--- src/rtl/qr_pkg.sv ---
// Shared pixel types and helpers for the QR front-end luma path.
package qr_pkg;

  localparam int PIX_W    = 10;
  localparam int HC_W_DEF = 11;
  localparam int VC_W_DEF = 10;

  typedef logic [PIX_W-1:0] pix_t;

  // Saturate a signed 12-bit value into the unsigned 10-bit pixel range.
  function automatic pix_t clamp10(input logic signed [11:0] v);
    pix_t r;
    if (v < 12'sd0) begin
      r = 10'd0;
    end else if (v > 12'sd1023) begin
      r = 10'd1023;
    end else begin
      r = v[9:0];
    end
    return r;
  endfunction

endpackage

--- src/rtl/luma_binarizer_pipe_delay.sv ---
// Reset-clearable shift register used to re-time side-band data by a fixed depth.
module pipe_delay #(
  parameter int WIDTH = 1,
  parameter int DEPTH = 1
) (
  input  logic             clk_in,
  input  logic             rst_n_in,
  input  logic [WIDTH-1:0] data,
  output logic [WIDTH-1:0] q
);

  logic [WIDTH-1:0] taps_r [DEPTH];

  // Shift chain; reset clears every tap so no stale valid survives.
  always_ff @(posedge clk_in) begin
    if (!rst_n_in) begin
      for (int i = 0; i < DEPTH; i++) begin
        taps_r[i] <= '0;
      end
    end else begin
      taps_r[0] <= data;
      for (int i = 1; i < DEPTH; i++) begin
        taps_r[i] <= taps_r[i-1];
      end
    end
  end

  assign q = taps_r[DEPTH-1];

endmodule

--- src/rtl/luma_binarizer.sv ---
// Binarizes converter luma against a fixed or previous-window-mean threshold and
// re-times the pixel coordinates to match the 1-bit mask.
module luma_binarizer
  import qr_pkg::*;
#(
  parameter int CONV_LATENCY = 3,
  parameter int HC_W         = 11,
  parameter int VC_W         = 10,
  parameter int WIN_H_LOG2   = 10,
  parameter int WIN_V_LOG2   = 9,
  parameter int INIT_THRESH  = 512
) (
  input  logic            clk_in,
  input  logic            rst_n_in,
  input  logic [9:0]      y_in,
  input  logic [HC_W-1:0] hcount_in,
  input  logic [VC_W-1:0] vcount_in,
  input  logic            valid_in,
  input  logic            adaptive_in,
  input  logic [9:0]      fixed_thresh_in,
  input  logic [10:0]     offset_in,
  output logic            bit_out,
  output logic [HC_W-1:0] hcount_out,
  output logic [VC_W-1:0] vcount_out,
  output logic            valid_out,
  output logic [9:0]      thresh_out
);

  localparam int ACC_W = PIX_W + WIN_H_LOG2 + WIN_V_LOG2;
  localparam int SHIFT = WIN_H_LOG2 + WIN_V_LOG2;
  localparam int D_W   = 1 + VC_W + HC_W;
  localparam pix_t            INIT_T = pix_t'(INIT_THRESH);
  localparam logic [HC_W-1:0] H_LAST = HC_W'(2**WIN_H_LOG2 - 1);
  localparam logic [VC_W-1:0] V_LAST = VC_W'(2**WIN_V_LOG2 - 1);

  logic [D_W-1:0]    d_bus_s;
  logic              d_valid_s;
  logic [VC_W-1:0]   d_vcount_s;
  logic [HC_W-1:0]   d_hcount_s;
  logic              in_win_s;
  logic              win_end_s;
  logic              wrap_s;
  logic [ACC_W-1:0]  acc_sum_s;
  pix_t              mean_s;
  logic signed [11:0] mean_off_s;
  pix_t              thresh_sel_s;

  logic [ACC_W-1:0]  acc_r;
  pix_t              mean_thresh_r;
  logic [VC_W-1:0]   prev_vcount_r;

  pipe_delay #(
    .WIDTH(D_W),
    .DEPTH(CONV_LATENCY)
  ) u_align (
    .clk_in   (clk_in),
    .rst_n_in (rst_n_in),
    .data     ({valid_in, vcount_in, hcount_in}),
    .q        (d_bus_s)
  );

  assign {d_valid_s, d_vcount_s, d_hcount_s} = d_bus_s;

  // Window membership, window end and frame-wrap detection on the re-timed pixel.
  always_comb begin
    in_win_s  = d_valid_s && ((d_hcount_s >> WIN_H_LOG2) == '0) &&
                ((d_vcount_s >> WIN_V_LOG2) == '0);
    win_end_s = d_valid_s && (d_hcount_s == H_LAST) && (d_vcount_s == V_LAST);
    wrap_s    = d_valid_s && (d_vcount_s < prev_vcount_r) && !win_end_s;
    acc_sum_s = acc_r + ACC_W'(y_in);
    mean_s    = pix_t'(acc_sum_s >> SHIFT);
    mean_off_s = signed'({2'b00, mean_s}) + signed'({offset_in[10], offset_in});
    thresh_sel_s = adaptive_in ? mean_thresh_r : fixed_thresh_in;
  end

  // Window statistics; the window-end pixel is included in the sum before the divide.
  always_ff @(posedge clk_in) begin
    if (!rst_n_in) begin
      acc_r         <= '0;
      mean_thresh_r <= INIT_T;
      prev_vcount_r <= '0;
    end else begin
      if (win_end_s) begin
        acc_r         <= '0;
        mean_thresh_r <= clamp10(mean_off_s);
      end else if (wrap_s) begin
        // Wrapped frame: drop the partial sum but keep the wrap pixel itself.
        acc_r <= in_win_s ? ACC_W'(y_in) : '0;
      end else if (in_win_s) begin
        acc_r <= acc_sum_s;
      end else begin
        acc_r <= acc_r;
      end
      if (d_valid_s) begin
        prev_vcount_r <= d_vcount_s;
      end else begin
        prev_vcount_r <= prev_vcount_r;
      end
    end
  end

  // Output register stage.
  always_ff @(posedge clk_in) begin
    if (!rst_n_in) begin
      bit_out    <= 1'b0;
      valid_out  <= 1'b0;
      hcount_out <= '0;
      vcount_out <= '0;
      thresh_out <= INIT_T;
    end else begin
      bit_out    <= d_valid_s && (y_in > thresh_sel_s);
      valid_out  <= d_valid_s;
      hcount_out <= d_hcount_s;
      vcount_out <= d_vcount_s;
      thresh_out <= thresh_sel_s;
    end
  end

endmodule

--- config.mk ---
export PLATFORM = sky130hd
export DESIGN_NAME = luma_binarizer
export DESIGN_NICKNAME = d
export VERILOG_FILES = /design/src/rtl/qr_pkg.sv /design/src/rtl/luma_binarizer_pipe_delay.sv /design/src/rtl/luma_binarizer.sv
export SDC_FILE = /design/constraint.sdc
export NUM_CORES = 1
export LEC_CHECK = 0
export ABC_CLOCK_PERIOD_IN_PS = 4200
export CAP_MARGIN = 10
export CORE_AREA = 2 2 125 127
export CTS_CLUSTER_SIZE = 40
export DETAILED_ROUTE_END_ITERATION = 6
export DIE_AREA = 0 0 127 129
export DONT_BUFFER_PORTS = 1
export PLACE_DENSITY_LB_ADDON = 0.1
export REMOVE_ABC_BUFFERS = 1
export SYNTH_ARGS = -nofsm -noshare
export SYNTH_HDL_FRONTEND = slang
export SYNTH_HIERARCHICAL = 1
export SYNTH_SLANG_ARGS = --single-unit
--- constraint.sdc ---
create_clock -name clk_in -period 4.2 [get_ports clk_in]
set_input_delay 0.84 -clock clk_in [delete_from_list [all_inputs] [get_ports clk_in]]
set_output_delay 0.84 -clock clk_in [all_outputs]
set_load 0.02 [all_outputs]
=== Word level (Yosys, flattened, before mapping) ===
Memories as Yosys holds them, arrays and structs flattened.
Cells that the tools add are included.

* Flip-flop bits (word level): 82
* Bits in writable memories: 66
* Output and inout bits: 33
* Logic and storage cells: 44
* Memories kept: 1

{| class="wikitable"
|+ Memory list
! name !! depth !! bits a word !! rd ports !! clocked after Yosys merged registers in !! wr ports !! line !! text
|-
| u_align.taps_r || 3 || 22 || 3 || 0 || 3 || luma_binarizer_pipe_delay.sv:12 || <nowiki>logic [WIDTH-1:0] taps_r [DEPTH];</nowiki>
|}

* $add $sub $neg: 2
* Order comparisons: 4
* Eq/ne operators: 2
* Multiplexer cells: 11
* Bitwise gates (word level): 4
* Reductions and logical operators: 12

{| class="wikitable"
|+ Operator list
! kind !! number
|-
| two-way mux 22 bit || 3
|-
| two-way mux 29 bit || 2
|-
| two-way mux 10 bit || 4
|-
| adder 29 x 10 -> 29 bit || 1
|-
| adder 11 x 11 -> 12 bit || 1
|-
| > comparator 12 x 11 -> 1 bit, second input constant || 1
|-
| < comparator 12 x 1 -> 1 bit, second input constant || 1
|-
| == test 11 x 10 -> 1 bit, second input constant || 1
|-
| zero test 11 bit || 1
|-
| == test 10 x 9 -> 1 bit, second input constant || 1
|-
| > comparator 10 bit || 1
|-
| zero test 10 bit || 1
|-
| < comparator 10 bit || 1
|-
| logical AND 1 bit || 7
|-
| bitwise OR 1 bit || 3
|-
| two-way mux 1 bit || 2
|-
| nonzero test 2 bit || 1
|-
| OR reduction 2 bit || 1
|-
| zero test 1 bit || 1
|-
| inverter 1 bit || 1
|}

=== Logic depth before layout (Yosys ltp) ===
Gate-level depths: netlist of the first run.

* Depth in word-level cells: 6
* Depth in mapped cells: 17
* Depth with buffers taken out: 15

=== By module ===
The synthesis of the first run kept the hierarchy.

{| class="wikitable"
|+ Modules (own cells, without submodules)
! module !! times used !! cells each !! area an instance (sq um)
|-
| luma_binarizer || 1 || 513 || 4667.0
|-
| pipe_delay || 1 || 161 || 1965.6
|}

=== Worst setup path after synthesis of the first run ===
OpenSTA, ideal clock, no wires.

* Kind: input-to-reg
* Start point: in y_in[7]
* End point: reg mean_thresh_r[1]
* Setup time: 60 ps
* Data arrival time: 4195 ps
* Required time: 4140 ps
* Path slack: -55 ps
* Stages: 14
* Buffers on the path: 0
* Path through: ha_1 > a2111oi_0 > a2bb2oi_2 > o21ai_1 > nor2_1 > xor2_1 > ha_1 > fa_1 > a21oi_1 > o22ai_1 > a211oi_1 > nand4_1 > a21oi_2 > a221o_1

* Longest elaborated chain between the ends: 5

{| class="wikitable"
|+ Ends and longest elaborated chain
! element !! line !! text
|-
| start: declaration || luma_binarizer.sv:15 || <nowiki>input logic [9:0] y_in,</nowiki>
|-
| adder 29 x 10 -> 29 bit * || luma_binarizer.sv:70 || <nowiki>acc_sum_s = acc_r + ACC_W'(y_in);</nowiki>
|-
| adder 11 x 11 -> 12 bit * || luma_binarizer.sv:72 || <nowiki>mean_off_s = signed'({2'b00, mean_s}) + signed'({offset_in[10], offset_in});</nowiki>
|-
| > comparator 12 x 11 -> 1 bit || qr_pkg.sv:15 || <nowiki>end else if (v > 12'sd1023) begin</nowiki>
|-
| two-way mux 10 bit || qr_pkg.sv:15 ||
|-
| two-way mux 10 bit * || qr_pkg.sv:13 || <nowiki>if (v < 12'sd0) begin</nowiki>
|-
| end signal: assignment || luma_binarizer.sv:85 || <nowiki>mean_thresh_r <= clamp10(mean_off_s);</nowiki>
|-
| end: declaration || luma_binarizer.sv:49 || <nowiki>pix_t mean_thresh_r;</nowiki>
|}

Every way passes the cells marked *; elsewhere a longest branch is shown, timed or not.
A chain may end at the register's enable or synchronous reset.

=== Worst setup path in the final report of the first run ===
* Start point: in y_in[0]
* End point: reg mean_thresh_r[2]

Same word-level chain as after synthesis.

==> key figures, run 1 <==
Status
  • Status: finished, final reports clean

Worst setup path
  • Worst path top cell family by delay: compound AO/OA/AOI/OAI gates
  • Worst Setup Path Type: input pin to flop
  • Buffer and inverter count on the worst path: 0
  • CP endpoint kind: flop
  • Crit Path Max Fanout: 9
  • CP max stage delay: 0.42 ns
  • CP required: 4.56 ns
  • Worst path cell trace: ha_1, fa_1, a211oi_1, o21bai_1, a21o_1, and2_1, xnor2_1, fa_1, a21oi_1, o22ai_1, a211oi_1, nand4_1, a21oi_4, a221o_1
  • Worst r2r src: acc_r[0]
  • CP max-delay cell: fa_1
  • CP Launch Point: y_in[0]
  • Startpoint types: input pin
  • Critical path data arrival time: 4.20 ns

Cells and area
  • Final Non-Filler Cells: 878
  • Diode count: 0
  • # nets final: 776
  • Area grow syn2layout: 11.38%
  • Layout cells sized above 1: 0.1058
  • Final instance area: 0.007387 mm^2
  • Final Util: 0.4932

Drt
  • Pre-antenna DRT Iters: 4
  • WL per Instance: 14.40 um
  • DR vias: 4511
  • Post-route ant nets: 0
  • DRT iter0 DRCs: 192
  • Routed WL: 12640 um
  • Drt via density: 5.138
  • # DRC: 0

Global routing
  • Number of global-route vias before repair: 4329
  • Total grt overflow: 0
  • Largest net degree at the start of global routing: 113
  • Total Routing Usage GR: 0.1607
  • First-pass GRT wire length: 20870 um
  • Antenna violations before repair: 0

Die
  • Chip height: 129 um
  • Initial Util: 0.4429
  • Row cnt: 45
  • Core ar.: 0.01498 mm^2
  • I/O Pins: 89
  • Die area: 0.01638 mm^2
  • DIE WIDTH: 127 um

Power and ir drop
  • Worst VDD drop: 323.5 uV
  • P per Cell Area: 418.0 mW/mm^2
  • Leak: 3.060 nW

Min path
  • Hold Startpoint: u_align/taps_r[0][14]
  • Hold crit path type: flop to flop

Clock tree
  • Clk root buf: clkbuf_16
  • CTS buffer count: 17
  • CTS tree: done
  • H-tree lvl count: 4
  • Cts hold-fix bufs: 0
  • Clk sinks: 148
  • Reg clk slew, reported paths: 0.06 ns
  • Clk buf depth: 2
  • Clock latency on the worst-skew pair: 0.42 ns

Timing
  • Final setup margin: 0.3523 ns
  • Unrepaired setup endpoints after global routing: no
  • Slew Limit Fails: 0
  • Fin Clk Skew: 0.006951 ns
  • Tmin final: 3.848 ns
  • Headroom to the max-slew limit: 0.5110
  • Max Fclk: 0.2599 GHz
  • Final Hold Fails: 0
  • Slew @ Worst Pin: 0.7291 ns
  • Final setup vio count: 0
  • Final Cycle Share: 0.9161

Synthesis
  • Dominant cells by area after synthesis: dfxtp_1 45%, and2_1 8.7%, ha_1 7.5%, mux2i_1 3.9%, xor2_1 3.2%
  • Seq/Total Area, Yosys: 0.4467
  • Synth top area share: 0.4467
  • Syn Std Cell Area: 0.006633 mm^2
  • Post-synth top area cell: dfxtp_1
  • Post-synthesis cell count: 674
  • EDFF count, synth: 0
  • Post-synth ARST share: 0
  • Yosys Warn Count: 6
  • Syn Area/Cell: 9.841 um^2
  • FF+latch count, synth: 148
  • Most used DFF post-synth: dfxtp_1
  • Distinct cells, synth: 57

Placement
  • Dpl hpwl: 9164 um
  • Routability cong.: 0.8306
  • Pre-CTS setup slack: -0.1028 ns
  • Placed Cells: 847
  • DP Area: 0.006800 mm^2
  • Number of port buffers: 0

Run
  • Max-Cap Viols: 0
-- registers in the layout (all words and copies together) (netlist names) --
register        flops
u_align/taps_r     66
prev_vcount_r      10
vcount_out         10
mean_thresh_r      10
hcount_out         11
bit_out             1
acc_r              29
thresh_out         10
valid_out           1
-- power by group --
part | total (W) | leakage [nW] | switching [W] | internal [W]
registers | 0.00146 | 1.21 | 0.0000214 | 0.00144
logic | 0.000146 | 1.59 | 0.0000734 | 0.0000730
clock network | 0.00148 | 0.266 | 0.000601 | 0.000879
total | 0.00309 | 3.06 | 0.000696 | 0.00239
-- path summary, 6_finish.rpt --
| path | cells past startpoint | end | slack (ns) |
|---|---|---|---|
| setup reg to reg | 14 | mean_thresh_r[2] | 0.45 |
| hold reg to reg | 1 | u_align/taps_r[0][36] | 0.43 |
| setup / recovery | 14 | mean_thresh_r[2] | 0.35 |
| hold / removal | 1 | u_align/taps_r[0][36] | 0.43 |
-- what timing repair did --
item | 4_1_cts | 5_1_grt
resized for setup | 0 | 1
buffers inserted | 0 | 0
setup endpoints to repair | 0 | 9
-- area by class of cell --
cell class / instances / area [um^2]
Clock buffer: 18 / 429.2
Multi-Input combinational cell: 460 / 3298
Timing Repair Buffer: 32 / 240.2
Tap cell: 188 / 235.2
Sequential cell: 148 / 2963
Fill cell: 1365 / 7590
Inverter: 19 / 71.32
Clock inverter: 13 / 150.1
-- layout by cell type (no fill, tap or decap), types with 5 or more instances in the layout --
cell type   instances
a211o_1             6
mux2i_1            26
xor2_1             24
dfxtp_1           148
ha_1               40
nor2_1             29
o211ai_1            7
nor3_1              8
a221o_1             5
and3_1              5
and2_1             92
buf_4              32
a211oi_1           10
clkinvlp_4          5
nor2b_1            23
xnor2_1            15
o21ai_0            12
inv_1              19
clkbuf_16          17
nand2_1            34
a21oi_1            16
nand4_1            21
a21o_1              8
nand3_1            23
o22ai_1             6
-- synthesized netlist by cell type, drive strengths merged, types with 13 or more instances --
cell type  instances
o21ai             13
inv               19
ha                40
xor2              24
nor2b             23
nand2             34
nand3             23
clkbuf            13
nor2              29
dfxtp            148
a21oi             18
xnor2             15
and2              92
mux2i             26
buf               34
nand4             21
-- metrics by stage --
stage	total power, W	hold slack, ns	TNS, ns
global route	0.003212	0.4417	0
detailed placement	0.001639	0.4151	-0.8450
global placement	0.001635	0.4104	-0.2060
CTS	0.003124	0.4311	0
finish	0.003088	0.4287	0
floorplan	0.001596	0.4057	-0.4732
-- routing by layer --
layer	vias to the layer above	GRT usage	part of all wire
met4	0	0.06335	0.017
met1	2075	0.2067	0.48
met3	16	0.04491	0.044
li1	2332	-	-
met2	88	0.2574	0.46
met5	-	0	0
-- cell families (layout without fill, tap and decap cells) --
family,after synthesis,in the layout,synth area share
flops,148,148,0.4467
xor+xnor,39,39,0.05150
compound gates,101,101,0.1092
mux,27,27,0.04094
buf+inv,66,82,0.05791
fa+ha+maj,42,42,0.08149
simple gates,251,251,0.2122
No activity file was read; power rests on OpenSTA's default activity.
==> run 2, diff against run 1 <==
--- a/config.mk
+++ b/config.mk
@@ -8,12 +8,13 @@
 export ABC_CLOCK_PERIOD_IN_PS = 4200
 export CAP_MARGIN = 10
 export CORE_AREA = 2 2 125 127
-export CTS_CLUSTER_SIZE = 40
+export CTS_CLUSTER_SIZE = 24
 export DETAILED_ROUTE_END_ITERATION = 6
 export DIE_AREA = 0 0 127 129
 export DONT_BUFFER_PORTS = 1
 export PLACE_DENSITY_LB_ADDON = 0.1
 export REMOVE_ABC_BUFFERS = 1
+export SETUP_SLACK_MARGIN = 0.4
 export SYNTH_ARGS = -nofsm -noshare
 export SYNTH_HDL_FRONTEND = slang
 export SYNTH_HIERARCHICAL = 1
==> run 2 against run 1 <==
Net effect: clock power about the same; sequential share of layout area shrank 0.62 points; clock skew is essentially flat; combinational power up 3%; routed wire length rose by 2.0%; non-clock buffer count up 3; worst hold slack barely moved.
==> key figures, run 2 (synthesized netlist as in run 1, its figures left out) <==
Worst setup path
  • CP required: 4.50 ns (-0.06 ns)
  • Buffer and inverter count on the worst path: 2 (+2)
  • Worst path top cell family by delay: compound AO/OA/AOI/OAI gates
  • Crit Path Max Fanout: 4 (-5)
  • CP Launch Point: y_in[0]
  • Worst path cell trace: ha_1, fa_1, a211oi_2, o21bai_2, a21o_1, and2_1, buf_4, nand3_1, xnor2_1, ha_1, nand3_1, and2_1, buf_4, a21o_1, o21a_1, xnor2_1, a211o_1
  • Startpoint types: input pin
  • CP max-delay cell: fa_1
  • Worst r2r src: acc_r[0]
  • CP max stage delay: 0.41 ns (about the same)
  • Worst Setup Path Type: input pin to flop
  • Critical path data arrival time: 4.00 ns (-0.20 ns)
  • CP endpoint kind: flop

Timing
  • Final Hold Fails: 0 (unchanged)
  • Max Fclk: 0.2703 GHz (+4.0%)
  • Unrepaired setup endpoints after global routing: no
  • Fin Clk Skew: 0.006996 ns (+0.00004563 ns)
  • Tmin final: 3.699 ns (-0.1487 ns)
  • Final setup vio count: 0 (unchanged)
  • Hold_ws: 0.4289 ns (+0.0001750 ns)
  • Slew @ Worst Pin: 0.7503 ns (+0.02120 ns)
  • Headroom to the max-slew limit: 0.4967 (-0.01422)
  • Final Cycle Share: 0.8807 (-0.03541)
  • Slew Limit Fails: 0 (unchanged)

Drt
  • DR vias: 4556 (+1.0%)
  • Drt via density: 5.166 (+0.54%)
  • DRT iter0 DRCs: 216 (+13%)
  • Met3 Wirelength: 565 um (+2.4%)
  • Top sig layer: met4
  • Met1 Wirelength: 6120 um (+0.44%)
  • WL per Instance: 14.62 um (+1.5%)
  • Post-route ant nets: 0 (unchanged)
  • Pre-antenna DRT Iters: 4 (unchanged)
  • # DRC: 0 (unchanged)
  • Met2 WL: 5988 um (+3.7%)
  • Routed WL: 12900 um (+2.0%)

Cells and area
  • Regs by FF count: u_align/taps_r: 66 flops, acc_r: 29 flops, hcount_out: 11 flops
  • Layout cells sized above 1: 0.1340 (+0.02821)
  • Filler Cell Count: 1352 (-0.95%)
  • # nets final: 780 (+0.52%)
  • Final Util: 0.5010 (+0.007770)
  • Diode count: 0 (unchanged)
  • Most frequent cells in the layout: 148 x dfxtp_1, 92 x and2_1, 40 x ha_1
  • Biggest register: u_align/taps_r
  • Commonest non-fill, non-tap cell in the layout: dfxtp_1
  • Final Non-Filler Cells: 882 (+0.46%)
  • Area grow syn2layout: 13.13%
  • Number of flip-flops in the largest register: 66 (unchanged)

Global routing
  • Total Routing Usage GR: 0.1616 (+0.0008826)
  • Largest net degree at the start of global routing: 113 (unchanged)
  • Total grt overflow: 0 (unchanged)
  • First-pass GRT wire length: 21000 um (+0.63%)
  • Number of global-route vias before repair: 4347 (+0.42%)
  • Antenna violations before repair: 0 (unchanged)

Clock tree
  • Clock latency on the worst-skew pair: 0.42 ns (about the same)
  • Clk sinks: 148 (unchanged)
  • CTS tree: done
  • CTS buffer count: 17 (unchanged)
  • H-tree lvl count: 4 (unchanged)
  • Clk root buf: clkbuf_16
  • Clk buf depth: 2 (unchanged)
  • Reg clk slew, reported paths: 0.06 ns (about the same)
  • Cts hold-fix bufs: 0 (unchanged)

Die
  • Core ar.: 0.01498 mm^2 (unchanged)
  • I/O Pins: 89 (unchanged)
  • DIE WIDTH: 127 um (unchanged)
  • Chip height: 129 um (unchanged)
  • Initial Util: 0.4429 (unchanged)
  • Die area: 0.01638 mm^2 (unchanged)
  • Row cnt: 45 (unchanged)

Run
  • Max-Cap Viols: 0 (unchanged)

Power and ir drop
  • Worst VDD drop: 325.4 uV (+0.60%)
  • Final Power: 0.003093 W (+0.19%)
  • P per Cell Area: 412.3 mW/mm^2 (-1.4%)
  • Leak: 3.098 nW (+1.2%)

Placement
  • Dpl hpwl: 9164 um (unchanged)
  • Number of port buffers: 0 (unchanged)
  • Routability cong.: 0.8306 (unchanged)
  • Placed Cells: 847 (unchanged)

Status
  • Status: finished, final reports clean

Min path
  • Hold Startpoint: u_align/taps_r[0][14]
  • Hold crit path type: flop to flop
## run 2: per-layer routing
layer	global-route usage	up-vias
li1	-	2347
met1	0.2077	2102
met2	0.2593	92
met3	0.04491	15
met4	0.06335	0
met5	0	-
## run 2: final cells by class
class / count / area (um^2) / share of cell area
Multi-Input combinational cell: 461 / 3392 / 0.4521
Clock inverter: 13 / 150.1 / 0.02001
Sequential cell: 148 / 2963 / 0.3949
Timing Repair Buffer: 35 / 262.8 / 0.03502
Inverter: 19 / 71.32 / 0.009505
Clock buffer: 18 / 429.2 / 0.05720
Tap cell: 188 / 235.2 / 0.03135
## run 2: repair_timing
item,4_1_cts,5_1_grt
setup buffers,0,3
gates cloned,1,0
resized for setup,2,20
endpoints found under the setup margin,9,10
pin swaps,0,8
## run 2: path summary, 6_finish.rpt
path | end | slack (ns) | depth (start not counted)
worst min register to register | u_align/taps_r[0][36] | 0.43 | 1
worst max register to register | mean_thresh_r[9] | 0.60 | 17
worst max-delay path | mean_thresh_r[9] | 0.50 | 17
worst min-delay path | u_align/taps_r[0][36] | 0.43 | 1
## run 2: worst register-to-register path: cells and delay by family, from the launching register on
| family | cells | cell delay, ns |
|---|---|---|
| DFF | 1 | 0.32 |
| adders and majority gates | 3 | 0.95 |
| xor gates and xnor gates | 2 | 0.19 |
| AOI/OAI and AO/OA | 6 | 1.19 |
| buffers and inverters | 2 | 0.29 |
| and+or+nand+nor | 4 | 0.51 |
## run 2: power by group
| group | switching, W | total (W) | internal [W] | leakage, nW |
|---|---|---|---|---|
| sequential | 0.0000214 | 0.00146 | 0.00144 | 1.21 |
| combinational | 0.0000756 | 0.000150 | 0.0000747 | 1.63 |
| clock | 0.000603 | 0.00148 | 0.000879 | 0.266 |
| total | 0.000700 | 0.00309 | 0.00239 | 3.10 |
## run 2: per-stage QoR
stage	worst slack (ns)	TNS [ns]	area, um^2
after detailed placement	-0.1028	-0.8450	6800
after global routing	0.3628	0	7503
after CTS	0.4014	0	7401
after global placement	-0.03035	-0.2060	6800
final	0.5011	0	7503
after floorplan	-0.05762	-0.4732	6320
